==> src/rtl/lap_stop_timer_if.sv <==
// Lap-stop-timer bus: control strobes from software side, count/status and
// lap-FIFO read handshake back from the timer.
interface lap_stop_timer_if #(
    parameter int WIDTH     = 16,
    parameter int LAP_DEPTH = 4
);
    logic                               start;
    logic                               stop;
    logic                               clear;
    logic                               lap;
    logic                               lap_rd;
    logic [WIDTH-1:0]                   elapsed;
    logic                               running;
    logic [WIDTH-1:0]                   lap_time;
    logic                               lap_valid;
    logic [$clog2(LAP_DEPTH+1)-1:0]     lap_count;
    logic                               lap_drop;
    logic                               overflow;

    modport master (
        output start, stop, clear, lap, lap_rd,
        input  elapsed, running, lap_time, lap_valid, lap_count, lap_drop, overflow
    );

    modport slave (
        input  start, stop, clear, lap, lap_rd,
        output elapsed, running, lap_time, lap_valid, lap_count, lap_drop, overflow
    );
endinterface

==> src/rtl/lap_stop_timer.sv <==
// Stopwatch with IDLE/RUNNING/PAUSED control, tick prescaler and a
// first-word-fall-through lap FIFO. Sticky lap_drop and overflow flags.
// Build option: define LAP_STOP_TIMER_SAT_EN to make elapsed saturate at its
// maximum instead of wrapping to zero (overflow still flags the event).
module lap_stop_timer #(
    parameter int WIDTH     = 16,
    parameter int PRESCALE  = 1,
    parameter int LAP_DEPTH = 4
) (
    input  logic             clk,
    input  logic             rst_n,
    lap_stop_timer_if.slave  bus
);

    localparam int PW = (PRESCALE > 1) ? $clog2(PRESCALE) : 1;
    localparam int AW = $clog2(LAP_DEPTH);
    localparam int CW = $clog2(LAP_DEPTH + 1);

    localparam logic [PW-1:0]    PS_LAST  = PW'(PRESCALE - 1);
    localparam logic [CW-1:0]    CNT_FULL = CW'(LAP_DEPTH);
    localparam logic [WIDTH-1:0] E_MAX    = {WIDTH{1'b1}};

    typedef enum logic [1:0] {
        S_IDLE  = 2'd0,
        S_RUN   = 2'd1,
        S_PAUSE = 2'd2
    } state_t;

    state_t           state_q,   state_d;
    logic [PW-1:0]    presc_q,   presc_d;
    logic [WIDTH-1:0] elapsed_q, elapsed_d;
    logic             ovf_q,     ovf_d;
    logic             drop_q,    drop_d;
    logic             running_q, running_d;
    logic [AW-1:0]    rd_ptr_q,  rd_ptr_d;
    logic [AW-1:0]    wr_ptr_q,  wr_ptr_d;
    logic [CW-1:0]    cnt_q,     cnt_d;
    logic [WIDTH-1:0] head_q,    head_d;
    logic [WIDTH-1:0] mem_q [LAP_DEPTH];

    logic tick_s;
    logic lap_req_s;
    logic push_s;
    logic pop_s;

    // Next-state logic: control FSM, prescaler/count, lap FIFO bookkeeping.
    always_comb begin
        state_d   = state_q;
        presc_d   = presc_q;
        elapsed_d = elapsed_q;
        ovf_d     = ovf_q;
        drop_d    = drop_q;
        running_d = running_q;
        rd_ptr_d  = rd_ptr_q;
        wr_ptr_d  = wr_ptr_q;
        cnt_d     = cnt_q;
        head_d    = head_q;
        tick_s    = 1'b0;
        lap_req_s = 1'b0;
        push_s    = 1'b0;
        pop_s     = 1'b0;

        if (bus.clear) begin
            // clear wins over every other request in the same cycle
            state_d   = S_IDLE;
            presc_d   = '0;
            elapsed_d = '0;
            ovf_d     = 1'b0;
            drop_d    = 1'b0;
            running_d = 1'b0;
            rd_ptr_d  = '0;
            wr_ptr_d  = '0;
            cnt_d     = '0;
            head_d    = '0;
        end else begin
            case (state_q)
                S_IDLE:  state_d = bus.start ? S_RUN : S_IDLE;
                S_RUN:   state_d = bus.stop  ? S_PAUSE : S_RUN;
                S_PAUSE: state_d = bus.start ? S_RUN : S_PAUSE;
                default: state_d = S_IDLE;
            endcase
            running_d = (state_d == S_RUN);

            // prescaler only moves while the registered state is RUNNING,
            // so a pause keeps the partial prescale for the resume
            if (state_q == S_RUN) begin
                if (presc_q == PS_LAST) begin
                    presc_d = '0;
                    tick_s  = 1'b1;
                end else begin
                    presc_d = presc_q + PW'(1);
                end
            end else begin
                presc_d = presc_q;
            end

            if (tick_s) begin
                if (elapsed_q == E_MAX) begin
                    ovf_d = 1'b1;
`ifdef LAP_STOP_TIMER_SAT_EN
                    elapsed_d = elapsed_q;
`else
                    elapsed_d = '0;
`endif
                end else begin
                    elapsed_d = elapsed_q + WIDTH'(1);
                end
            end else begin
                elapsed_d = elapsed_q;
            end

            // a full FIFO still accepts a lap when the head leaves this cycle
            pop_s     = bus.lap_rd && (cnt_q != '0);
            lap_req_s = bus.lap && (state_q != S_IDLE);
            push_s    = lap_req_s && ((cnt_q != CNT_FULL) || pop_s);

            if (lap_req_s && !push_s) begin
                drop_d = 1'b1;
            end else begin
                drop_d = drop_q;
            end

            if (push_s) begin
                wr_ptr_d = wr_ptr_q + AW'(1);
            end else begin
                wr_ptr_d = wr_ptr_q;
            end

            if (pop_s) begin
                rd_ptr_d = rd_ptr_q + AW'(1);
            end else begin
                rd_ptr_d = rd_ptr_q;
            end

            case ({push_s, pop_s})
                2'b10:   cnt_d = cnt_q + CW'(1);
                2'b01:   cnt_d = cnt_q - CW'(1);
                default: cnt_d = cnt_q;
            endcase

            // registered head: bypass the record being written when it
            // lands exactly in the slot that becomes the new head
            if (cnt_d == '0) begin
                head_d = '0;
            end else if (push_s && (rd_ptr_d == wr_ptr_q)) begin
                head_d = elapsed_q;
            end else begin
                head_d = mem_q[rd_ptr_d];
            end
        end
    end

    // State, count, flags and FIFO storage registers.
    always_ff @(posedge clk or negedge rst_n) begin
        if (!rst_n) begin
            state_q   <= S_IDLE;
            presc_q   <= '0;
            elapsed_q <= '0;
            ovf_q     <= 1'b0;
            drop_q    <= 1'b0;
            running_q <= 1'b0;
            rd_ptr_q  <= '0;
            wr_ptr_q  <= '0;
            cnt_q     <= '0;
            head_q    <= '0;
            for (int i = 0; i < LAP_DEPTH; i++) begin
                mem_q[i] <= '0;
            end
        end else begin
            state_q   <= state_d;
            presc_q   <= presc_d;
            elapsed_q <= elapsed_d;
            ovf_q     <= ovf_d;
            drop_q    <= drop_d;
            running_q <= running_d;
            rd_ptr_q  <= rd_ptr_d;
            wr_ptr_q  <= wr_ptr_d;
            cnt_q     <= cnt_d;
            head_q    <= head_d;
            if (push_s) begin
                mem_q[wr_ptr_q] <= elapsed_q;
            end
        end
    end

    assign bus.elapsed   = elapsed_q;
    assign bus.running   = running_q;
    assign bus.lap_time  = head_q;
    assign bus.lap_valid = (cnt_q != '0);
    assign bus.lap_count = cnt_q;
    assign bus.lap_drop  = drop_q;
    assign bus.overflow  = ovf_q;

endmodule

==> src/flat_wrapper.sv <==
// flat-port wrapper written by rule: the top's interface ports become plain ports
module lap_stop_timer_flat 
#(
    parameter int WIDTH     = 16,
    parameter int PRESCALE  = 1,
    parameter int LAP_DEPTH = 4
)
  (clk, rst_n, bus_start, bus_stop, bus_clear, bus_lap, bus_lap_rd, bus_elapsed, bus_running, bus_lap_time, bus_lap_valid, bus_lap_count, bus_lap_drop, bus_overflow);
  lap_stop_timer_if #(.WIDTH(WIDTH), .LAP_DEPTH(LAP_DEPTH)) bus_i ();
  input  logic clk;
  input  logic rst_n;
  input wire logic [$bits(bus_i.start)-1:0] bus_start;
  input wire logic [$bits(bus_i.stop)-1:0] bus_stop;
  input wire logic [$bits(bus_i.clear)-1:0] bus_clear;
  input wire logic [$bits(bus_i.lap)-1:0] bus_lap;
  input wire logic [$bits(bus_i.lap_rd)-1:0] bus_lap_rd;
  output wire logic [$bits(bus_i.elapsed)-1:0] bus_elapsed;
  output wire logic [$bits(bus_i.running)-1:0] bus_running;
  output wire logic [$bits(bus_i.lap_time)-1:0] bus_lap_time;
  output wire logic [$bits(bus_i.lap_valid)-1:0] bus_lap_valid;
  output wire logic [$bits(bus_i.lap_count)-1:0] bus_lap_count;
  output wire logic [$bits(bus_i.lap_drop)-1:0] bus_lap_drop;
  output wire logic [$bits(bus_i.overflow)-1:0] bus_overflow;
  assign bus_i.start = bus_start;
  assign bus_i.stop = bus_stop;
  assign bus_i.clear = bus_clear;
  assign bus_i.lap = bus_lap;
  assign bus_i.lap_rd = bus_lap_rd;
  assign bus_elapsed = bus_i.elapsed;
  assign bus_running = bus_i.running;
  assign bus_lap_time = bus_i.lap_time;
  assign bus_lap_valid = bus_i.lap_valid;
  assign bus_lap_count = bus_i.lap_count;
  assign bus_lap_drop = bus_i.lap_drop;
  assign bus_overflow = bus_i.overflow;
  lap_stop_timer #(.WIDTH(WIDTH), .PRESCALE(PRESCALE), .LAP_DEPTH(LAP_DEPTH)) u_core (.clk(clk), .rst_n(rst_n), .bus(bus_i));
endmodule
==> config.mk <==
export PLATFORM = sky130hd
export DESIGN_NAME = lap_stop_timer_flat
export DESIGN_NICKNAME = d
export VERILOG_FILES = /design/src/rtl/lap_stop_timer_if.sv /design/src/rtl/lap_stop_timer.sv /design/src/flat_wrapper.sv
export SDC_FILE = /design/constraint.sdc
export NUM_CORES = 1
export LEC_CHECK = 0
export CORE_MARGIN = 4
export CORE_UTILIZATION = 55
export CTS_CLUSTER_DIAMETER = 150
export DETAILED_ROUTE_END_ITERATION = 16
export PLACE_DENSITY = 0.8
export REMOVE_ABC_BUFFERS = 1
export SYNTH_ARGS = -nofsm -noshare
export SYNTH_HDL_FRONTEND = slang
export SYNTH_SLANG_ARGS = --single-unit
==> constraint.sdc <==
create_clock -name clk -period 4.45 [get_ports clk]
set_input_delay 0.6675 -clock clk [delete_from_list [all_inputs] [get_ports clk]]
set_output_delay 0.6675 -clock clk [all_outputs]
set_load 0.005 [all_outputs]
=== Yosys cells after proc, flatten, opt, wreduce, memory -nomap -nowiden ===
Index checks and enable logic that the tools add are counted.

* Bits in registers: 109
* Input port bits: 7
* Word-level logic and storage cells: 90

* $add $sub $neg: 6
* $lt $le $gt $ge: 3
* Equal/unequal tests: 8
* Mux-type cells: 39
* Bitwise gates (word level): 2
* Reductions and logical operators: 18

{| class="wikitable"
|+ Operators with widths
! cell !! number
|-
| 16-bit 2-to-1 mux || 9
|-
| 64-bit bitwise mux || 1
|-
| 16-bit binary-select mux with 2-bit select || 1
|-
| 16-bit demux with 2-bit select || 1
|-
| 2-bit 2-to-1 mux || 9
|-
| 16-bit by 1-bit adder with 16-bit output (second input constant) || 1
|-
| 16-bit == test (second input constant) || 1
|-
| 1-bit 2-to-1 mux || 14
|-
| 2-bit nonzero test || 6
|-
| 2-bit by 1-bit == test with 1-bit output (second input constant) || 3
|-
| 3-bit greater-or-equal comparator (second input constant) || 2
|-
| 1-bit logical AND || 6
|-
| 3-bit 2-to-1 mux || 2
|-
| 2-bit inverter with 3-bit output || 2
|-
| 2-bit one-hot mux with 3 select lines || 1
|-
| 3-bit one-hot mux with 2 select lines || 1
|-
| 2-bit by 1-bit adder with 2-bit output (second input constant) || 2
|-
| 2-bit == test (second input constant) || 2
|-
| 3-bit by 1-bit adder with 3-bit output (second input constant) || 1
|-
| 3-bit logical NOT || 1
|-
| 3-bit by 1-bit less-than comparator with 1-bit output (second input constant) || 1
|-
| 3-bit != test (second input constant) || 1
|-
| 3-bit nonzero test || 1
|-
| 3-bit by 1-bit subtractor with 3-bit output (second input constant) || 1
|-
| other kinds (6) || 6
|}

=== Depth between registers and ports, before layout ===
Gate-level depths: netlist of the first run.

* Depth after elaboration: 11
* Mapped depth: 13

=== Least setup slack after synthesis of the first run ===
OpenSTA, ideal clock, no wires.

* Path type: register to register
* Start point: register u_core.cnt_q[0] (netlist: u_core.bus.lap_count[0])
* End point: register u_core.head_q[10] (netlist: u_core.bus.lap_time[10])
* Setup time: 0.136 ns
* Arrival time: 3.283 ns
* Data required time: 4.314 ns
* Slack: 1.031 ns
* Stages on the path, launching flop included: 12
* Path buffers: 4
* Period minus slack after synthesis: 3.419 ns
* Cell sequence: dfrtp_1 buf_6 o31ai_4 inv_2 clkbuf_1 clkbuf_1 ha_1 fa_1 or3b_2 a21oi_1 clkbuf_1 a21oi_1

* Cells in the longest elaborated chain, start to end: 11

{| class="wikitable"
|+ RTL lines
! what !! RTL line !! source
|-
| start, declared || lap_stop_timer.sv:37 || <nowiki>logic [CW-1:0] cnt_q, cnt_d;</nowiki>
|-
| start signal, assigned || lap_stop_timer.sv:178 || <nowiki>cnt_q <= cnt_d;</nowiki>
|-
| 3-bit nonzero test || lap_stop_timer.sv:113 || <nowiki>pop_s = bus.lap_rd && (cnt_q != '0);</nowiki>
|-
| 1-bit logical AND || lap_stop_timer.sv:113 ||
|-
| 2-bit 2-to-1 mux || lap_stop_timer.sv:129 || <nowiki>if (pop_s) begin</nowiki>
|-
| 2-bit 2-to-1 mux || lap_stop_timer.sv:63 || <nowiki>if (bus.clear) begin</nowiki>
|-
| 2-bit inverter with 3-bit output (implied by the code) || lap_stop_timer.sv:148 || <nowiki>head_d = mem_q[rd_ptr_d];</nowiki>
|-
| 16-bit binary-select mux with 2-bit select || lap_stop_timer.sv:148 ||
|-
| 16-bit 2-to-1 mux (implied by the code) (2 in a row) || lap_stop_timer.sv:148 ||
|-
| 16-bit 2-to-1 mux || lap_stop_timer.sv:145 || <nowiki>end else if (push_s && (rd_ptr_d == wr_ptr_q)) begin</nowiki>
|-
| 16-bit 2-to-1 mux (*) || lap_stop_timer.sv:143 || <nowiki>if (cnt_d == '0) begin</nowiki>
|-
| 16-bit 2-to-1 mux (*) || lap_stop_timer.sv:63 ||
|-
| via u_core.head_d[10] || lap_stop_timer.sv:38 || <nowiki>logic [WIDTH-1:0] head_q, head_d;</nowiki>
|-
| end signal, assigned || lap_stop_timer.sv:165 || <nowiki>head_q <= '0;</nowiki>
|-
| end signal, assigned || lap_stop_timer.sv:179 || <nowiki>head_q <= head_d;</nowiki>
|-
| end, declared || lap_stop_timer.sv:38 ||
|}

Mark *: on every way through the listed nets, which the timed path passes. The rest lies on a longest branch. The select of a mux whose other input is x is not followed.
A chain may end at the register's enable or synchronous reset.

=== Final worst setup path of the first run ===
* Start point: register u_core.cnt_q[1] (netlist: u_core.bus.lap_count[1])
* End point: register u_core.head_q[3] (netlist: u_core.bus.lap_time[3])

Same word-level chain as after synthesis.

==> impl_summary.md, run 1 <==
Route
The first detailed-routing pass took 7 iterations. The total via count in the routed design is between 4000 and 5000. The residual DRC count is 0.

The detail route stage leaves a number of antenna-violating nets equal to 0. For this block, the initial DRC count from the detailed router was 266. The average detailed-routed wire length per instance is 18.8 µm. Wires add up to around 13 mm. The ratio of routed vias to standard cells is about 6.3.

Critical path
The critical path endpoint category is a register. Walking the worst path, the cells encountered are o31ai_4 -> inv_2 -> buf_4 -> xnor2_1 -> nand3_1 -> o2111ai_1 -> a21oi_1. The worst register-to-register path begins at u_core.bus.lap_count[1]$_DFF_PN0_. The top cell family by delay on the critical path is compound AO/OA/AOI/OAI gates. For the worst flop-to-flop path, the logic depth is 7. STA puts the critical path data arrival time at around 3600 ps.

The maximum fanout encountered on the critical timing path is roughly 50. The critical path class is reg -> reg. The startpoint class of the critical path is a register. In this run the worst setup path begins at u_core.bus.lap_count[1]$_DFF_PN0_. The required time at the endpoint of the critical path is around 4700 ps. The cell with the largest stage delay on the worst path is o31ai_4. The register-to-register setup slack is about 1100 ps. In this design, the stage delay of the slowest critical-path cell is between 800 and 900 ps. The critical path contains buffers and inverters numbering 2 combined. The critical path runs through a total of 7 cells. The endpoint identified for the worst register-to-register timing path is u_core.bus.lap_time[3]$_DFF_PN0_.

Clock network
The clock transition time at the flip-flop clock pins of the worst setup and hold paths is 100 ps. The maximum clock path buffer count is 2. The buffer cell driving the clock tree root is clkbuf_8.

Buffers inserted during clock tree synthesis total 9. The number of levels the H-tree was split into is 3. The clock reaches the later pin of the worst-skew pair after between 300 and 400 ps.

In this run, post-CTS repair resized a total of 0 instances. TritonCTS built the clock tree. In this run the post-CTS setup repair buffer count came out at 0. Buffers inserted to repair hold after CTS numbered 0. CTS saw about 110 sinks.

STA
The worst path setup slack after routing is 1070 ps. The time the final worst path needs with I/O delays and setup is roughly 3400 ps. Setup repair after global routing left no endpoint under its margin. The hold violation count in the final report is 0. Dividing the final minimum period by the clock period gives between 70% and 80%. The fmax is roughly 300 MHz.

Adding up every negative setup slack in the final design gives 0 ps. The number of setup violations in the final report is 0. The final count of pins violating max slew is 0. The clock arrives with 12.3 ps of skew. Measured against its own limit, the worst slew margin works out to a little over a quarter. The transition time of the tightest slew-check pin is about 1100 ps.

Die
The core region is around 10000 µm². In this run the count of I/O pins placed on the die edge is between 40 and 50. The site row count is 36. The die covers between 10000 and 15000 µm². The overall die width is roughly 110 µm. The initial utilization of the core area, before any placement, comes to a little under three fifths. The die boundary height is between 100 and 150 µm.

Finish
From synthesis to final layout, the design area changed by 11.2%. The net count of the finished layout is around 580. The share of layout cells above drive strength 1 is between 10% and 20%.

The final cell utilization of the core is approximately 64%. The repair_antennas step left the layout with diodes totalling 0.

Yosys
The total number of yosys warnings is 0. The register area share after synthesis is approximately 47%. The synthesized area divided by synthesized cell count is roughly 10 µm².

After synthesis the netlist holds a flip-flop and latch count of between 100 and 150. The most common flop cell mapped by yosys is dfrtp_1. Ranked by total cell area, the synthesized netlist is headed by dfrtp_1 (47%), mux2_2 (13%), o21ai_0 (5.5%).

Yosys mapped the design onto 40 distinct sky130hd cell types. The number of synthesized flops with an enable pin is 0. The total standard cell area after synthesis is between 5000 and 6000 µm². The cell type with the largest total area after synthesis is dfrtp_1. The gate count of the mapped netlist is around 550. The portion of synthesized cell area occupied by the leading cell type is 47.3%. The post-synthesis async set-or-reset flop share is 100%.

Flow run
Max-cap violations in this run came to 0.

Global routing
The first global-routing pass estimated roughly 22 mm of wire. For this run the aggregate overflow at the end of global routing stands at 0. The initial antenna violation count came to 0. The pin count of the biggest net entering global routing is 76. The number of global-route vias before repair is roughly 4500. For this run, the total global-route usage over all layers was measured as approximately 23%.

Placement
The congestion estimate from routability-driven global placement came to 0.813. Detailed placement ended at an HPWL of about 8.3 mm. The worst setup slack before clock tree synthesis is 868 ps. During placement, the flow inserted port buffers numbering 45.

Power
Dividing total power by cell area gives a power density of roughly 380 nW/µm². IR analysis of the VDD net gives a maximum drop of 386 µV. The static leakage is 2.62 nW.

Worst hold path
In this run the worst hold path is classified as in -> async.

Status
The run finished with clean final reports.
-- worst reg2reg max path: stages, from the launching register on --
cell and delay [ps]:
dfrtp_1 510, o31ai_4 860, inv_2 80, buf_4 320
xnor2_1 290, nand3_1 680, o2111ai_1 380, a21oi_1 130
-- layout by cell type (no fill, tap or decap), drive strengths merged, types with 3 or more instances in the layout --
cell           instances
a21oi                 32
and2                   5
and4                   3
buf                    7
clkbuf                 9
clkdlybuf4s50         44
clkinv                 4
dfrtp                108
ha                     6
inv                    9
mux2                  64
mux2i                 31
nand2                 29
nand3                  9
nand4                  5
nor2                  28
nor3                  34
o2111ai               15
o211ai                17
o21ai                 63
xnor2                 10
xor2                   8
-- final cells by class --
cell class	instances	area, µm²
clock inverters	7	91.3
multi-input cells	383	2750
fillers	773	3590
flip-flops and latches	108	2710
repair buffers	51	493
inverters	9	33.8
clock buffers	9	124
well taps	133	166
-- kinds of logic after synthesis --
logic type	count (synthesis)	share of synthesized area (%)
compound gates	131	13.7
simple gates	131	11.5
flops	108	47.3
mux	95	18.0
buf+inv	62	4.70
xor+xnor	19	3.15
fa+ha+maj	7	1.66
-- stage by stage --
stage	instances	hold WS, ps	area (µm²)	total power, mW
floorplan	500	372	5480	1.49
global placement	684	495	6140	1.71
detailed placement	684	497	6140	1.76
CTS	700	461	6360	2.41
global route	700	503	6360	2.52
finish	700	428	6360	2.40
-- power breakdown --
part | internal, mW | total (mW) | switching, mW
clock network | 0.315 | 0.646 | 0.330
registers | 1.02 | 1.10 | 0.0796
logic | 0.263 | 0.657 | 0.394
total | 1.60 | 2.40 | 0.804
-- synthesized netlist by cell type (2+ instances only) --
master / count
mux2i_1: 31
nand3_1: 9
and2_1: 5
and4_1: 3
o211ai_1: 17
o311a_1: 2
and3_1: 2
nor2_1: 28
clkbuf_1: 36
nor3_1: 34
or4_1: 2
buf_6: 2
nand2b_1: 2
nor2b_1: 2
nand2_1: 29
inv_1: 8
buf_2: 14
ha_1: 6
o2111ai_1: 15
a21oi_1: 32
mux2_2: 64
xor2_1: 8
o21ai_0: 63
or3_1: 2
nand4_1: 5
xnor2_1: 10
dfrtp_1: 108
nand4b_1: 2
-- sequential cells by signal (all words and copies together) (netlist names), 2 cells and up --
signal and cells:
u_core.bus.elapsed 16, u_core.mem_q 64, u_core.bus.lap_time 16, u_core.bus.lap_count 3
u_core.wr_ptr_q 2, u_core.state_q 2, u_core.rd_ptr_q 2
-- worst max-delay path by stage --
stage,slack (ps),to
final,1070,u_core.bus.lap_time[3]$_DFF_PN0_
after global routing,870,u_core.bus.lap_time[5]$_DFF_PN0_
after CTS,1170,u_core.bus.lap_time[12]$_DFF_PN0_
after detailed placement,870,u_core.bus.lap_time[15]$_DFF_PN0_
after global placement,980,u_core.bus.lap_time[0]$_DFF_PN0_
after floorplan,890,u_core.bus.lap_time[0]$_DFF_PN0_
-- routing by layer --
| metal | routed length (µm) | track usage, % |
|---|---|---|
| met1 | 5440 | 29.0 |
| met2 | 6690 | 39.5 |
| met3 | 733 | 4.99 |
| met4 | 337 | 8.28 |
| met5 | 0 | 0 |
No activity file was read; power rests on OpenSTA's default activity.
==> inputs of run 2 (changes only) <==
--- a/config.mk
+++ b/config.mk
@@ -6,10 +6,10 @@
 export NUM_CORES = 1
 export LEC_CHECK = 0
 export CORE_MARGIN = 4
-export CORE_UTILIZATION = 55
+export CORE_UTILIZATION = 53
 export CTS_CLUSTER_DIAMETER = 150
 export DETAILED_ROUTE_END_ITERATION = 16
-export PLACE_DENSITY = 0.8
+export PLACE_DENSITY = 0.81
 export REMOVE_ABC_BUFFERS = 1
 export SYNTH_ARGS = -nofsm -noshare
 export SYNTH_HDL_FRONTEND = slang
==> constraint.sdc (replaced) <==
create_clock -name clk -period 3.1 [get_ports clk]
set_input_delay 0.465 -clock clk [delete_from_list [all_inputs] [get_ports clk]]
set_output_delay 0.465 -clock clk [all_outputs]
set_load 0.005 [all_outputs]
==> run 2 against run 1 <==
Against the previous run:
- sequential cell count is the same
- via count shrank 0.36%
- fmax grew 22%
- final cell count grew 2.4%
- first-iteration DRC count grew 0.75%
- die area grew 3.5%
- count of clock-buffer cells in the layout grew 3
- critical path type unchanged
- non-clock buffer count grew 14
- clock skew shrank 1.5 ps
- critical endpoint is now u_core.bus.lap_time[2]$_DFF_PN0_
- global-route usage shrank 0.80 points
==> impl_summary.md, run 2 (synthesis results as in run 1) <==
STA
The relative max-transition margin is 44.1%. Between clock sinks in the finished design, the worst skew comes to approximately 11 ps. The transition time of the tightest slew-check pin is 839 ps. The final count of pins violating max slew is 0.

Timing would allow up to 362 MHz. The hold violation count in the final report is 0. The setup TNS after final layout is 0 ps. Subtracting the final worst setup slack from the clock period gives around 2800 ps.

Setup repair after global routing left no endpoint under its margin. The number of setup violations in the final report is 0. Once routing completed, OpenROAD measured the worst setup slack at around 340 ps. After layout, the worst path uses ~89% of the clock period. The worst hold-check slack is 116 ps.

Finish
Relative to the synthesized area, the layout overhead comes to 13.0%. The share of layout cells above drive strength 1 is a little under a fifth. The flip-flop count of the largest register, all copies and words added is 64. The most common library cell in the layout ignoring fill and taps is dfrtp_1.

In the layout the commonest cells are dfrtp_1 (106), mux2_2 (64), o21ai_0 (63). The largest register by flop count is u_core.mem_q. The layout net count is between 500 and 600. The repair_antennas step left the layout with diodes totalling 0. The number of standard cells in the layout, taps in and fillers out is 717.

The summed area of non-filler cells in the final layout is 6460 µm². Measured on the finished design, the core utilization comes to 62.0%.

Die
The core footprint is ~10000 µm². The initial utilization of the core area, before any placement, comes to between 50% and 60%. The total die area is between 10000 and 15000 µm². The floorplan step set the die width to between 100 and 150 µm. The die is ~110 µm tall. The top-level I/O count is 46.

The initialized floorplan defines 37 standard-cell rows.

Critical path
The required time at the endpoint of the critical path is ~3400 ps. Counting cells, the worst reg-to-reg path comes to 9. On the worst path, the slowest cell contributes a delay of 520 ps. The slowest stage of the critical path belongs to the cell dfrtp_1.

The origin of the worst setup path is u_core.bus.lap_count[0]$_DFF_PN0_. The critical path endpoint category is a register. In this run the critical register-to-register path is launched from u_core.bus.lap_count[0]$_DFF_PN0_.

In this run the register-to-register setup slack is about 340 ps. The endpoint of the lowest-slack register-to-register path is u_core.bus.lap_time[2]$_DFF_PN0_. Data arrives at the worst endpoint at 3030 ps. STA classifies the critical path startpoint as a register. Counting stages on the worst path, the most repeated cell is a21oi_1. The critical path ends at u_core.bus.lap_time[2]$_DFF_PN0_. The critical path is of the reg -> reg type.

The maximum fanout encountered on the critical timing path is 16. Traced cell by cell, the critical path runs through nor4b_2 -> nor2_1 -> inv_1 -> ha_1 -> fa_1 -> or3b_2 -> a21oi_1 -> buf_4 -> a21oi_1.

Route
The remaining number of nets flagged by the antenna check after routing is 0. The number of DRC markers in iteration 0 is roughly 270. After detailed routing, the number of remaining DRC violations is 0. The final routed wirelength across all metal layers is ~14 mm.

Dividing the detail-routed wire length by the instance count gives 18.9 µm. The final route contains 4387 vias. After detailed routing, the number of vias per cell comes to 6.12. Before antenna repair, the detailed router went through 4 iterations.

Clock network
After clock tree synthesis, the flow added hold-fix buffers numbering 0. The maximum clock path buffer count is 2. The number of levels the H-tree was split into is 3. The total number of clock tree sinks is 108. For the worst-skew pair, the clock arrives at the later sink with an insertion delay of 380 ps. The buffer cell driving the clock tree root is clkbuf_8.

The number of gates resized after CTS is 0. Clock-pin slew was measured on the worst setup and hold paths at 100 ps. TritonCTS built the clock tree. The total CTS buffers is 9. The number of buffers inserted by post-CTS setup repair is 0.

Placement
During placement, the flow inserted port buffers numbering between 40 and 50. Summed over all nets, the half-perimeter wirelength after detailed placement is roughly 8.3 mm. The placed instances occupy a cell area of 6270 µm². At the placement stage, the worst setup path has a slack of between 10 and 15 ps. The placer's final routability congestion estimate is approximately 0.77. After detailed placement, the design holds a cell count of approximately 700.

Power
In this run the power spent charging and discharging nets is ~1.1 mW. Combinational logic burns about 28% of the power. The clock network fraction of total power is between 20% and 30%. The maximum resistive drop on vdd is about 400 µV. The internal power of the cells totals 2.26 mW. The completed layout was analyzed and its total power is ~3.4 mW.

In this run the static leakage power is roughly 2.7 nW. The sequential share of power is between 40 and 50%. The switching share of power is approximately a third. The power density over cell area is ~530 nW/µm².

Global routing
The wire length of the first global-routing pass is ~23 mm. The leftover overflow at the end of global routing is 0. The total global-route track usage is between 20% and 30%.

The pin count of the biggest net entering global routing is 66. The initial antenna violation count is 0. The number of global-route vias before repair is approximately 4400.

Status
The run finished with clean final reports.

Flow run
The tool flagged a number of max-cap violations equal to 0.

Worst hold path
The min-delay analysis places its worst path in the category in -> async.
-- run 2: final cells by class --
type                    count  area, µm²
multi-input cells         383       2750
fillers                   849       3960
inverters                   9       33.8
clock buffers              12        145
repair buffers             65        611
clock inverters             4       50.0
well taps                 136        170
flip-flops and latches    108       2710
-- run 2: power groups by stage --
| stage | combinational, mW | sequential (mW) | clock [mW] |
|---|---|---|---|
| 2_1_floorplan | 0.515 | 1.63 | 0 |
| 3_3_place_gp | 0.914 | 1.60 | 0 |
| 3_5_place_dp | 0.960 | 1.61 | 0 |
| 4_1_cts | 0.970 | 1.58 | 0.878 |
| 5_1_grt | 1.06 | 1.60 | 0.932 |
| 6_report | 0.964 | 1.59 | 0.862 |
-- run 2: per-layer routing --
metal / part of all wire [%] / vias to the layer above / GRT usage, %
li1: - / 2032 / -
met5: 0 / - / 0
met3: 6.7 / 22 / 4.62
met2: 50 / 147 / 37.3
met1: 42 / 2186 / 29.5
met4: 1.5 / 0 / 6.65
-- run 2: how the worst min path moves through the flow --
stage / start / to / slack (ps) / depth (start not counted)
finish: rst_n / u_core.bus.lap_time[1]$_DFF_PN0_ / 120 / 1
floorplan: rst_n / u_core.bus.elapsed[0]$_DFFE_PN0P_ / 170 / 0
global placement: u_core.bus.lap_drop$_DFFE_PN0P_ / u_core.bus.lap_drop$_DFFE_PN0P_ / 480 / 2
CTS: rst_n / u_core.bus.lap_time[1]$_DFF_PN0_ / 140 / 1
detailed placement: u_core.bus.lap_drop$_DFFE_PN0P_ / u_core.bus.lap_drop$_DFFE_PN0P_ / 500 / 2
global route: rst_n / u_core.bus.lap_time[1]$_DFF_PN0_ / 160 / 1
-- run 2: critical path, delay by kind of cell, from the launching register on --
kind            cells  cell delay, ps
simple gates        3             900
buf+inv             2             360
flops               1             520
compound gates      2             220
fa+ha+maj           2             650
==> inputs of run 3 (changes only) <==
--- a/config.mk
+++ b/config.mk
@@ -11,6 +11,8 @@
 export DETAILED_ROUTE_END_ITERATION = 16
 export PLACE_DENSITY = 0.81
 export REMOVE_ABC_BUFFERS = 1
+export SKIP_LAST_GASP = 1
+export SLEW_MARGIN = 5
 export SYNTH_ARGS = -nofsm -noshare
 export SYNTH_HDL_FRONTEND = slang
 export SYNTH_SLANG_ARGS = --single-unit
==> results of run 3 <==
Same layout as run 2: the final DEF is identical, and so are final timing and power.
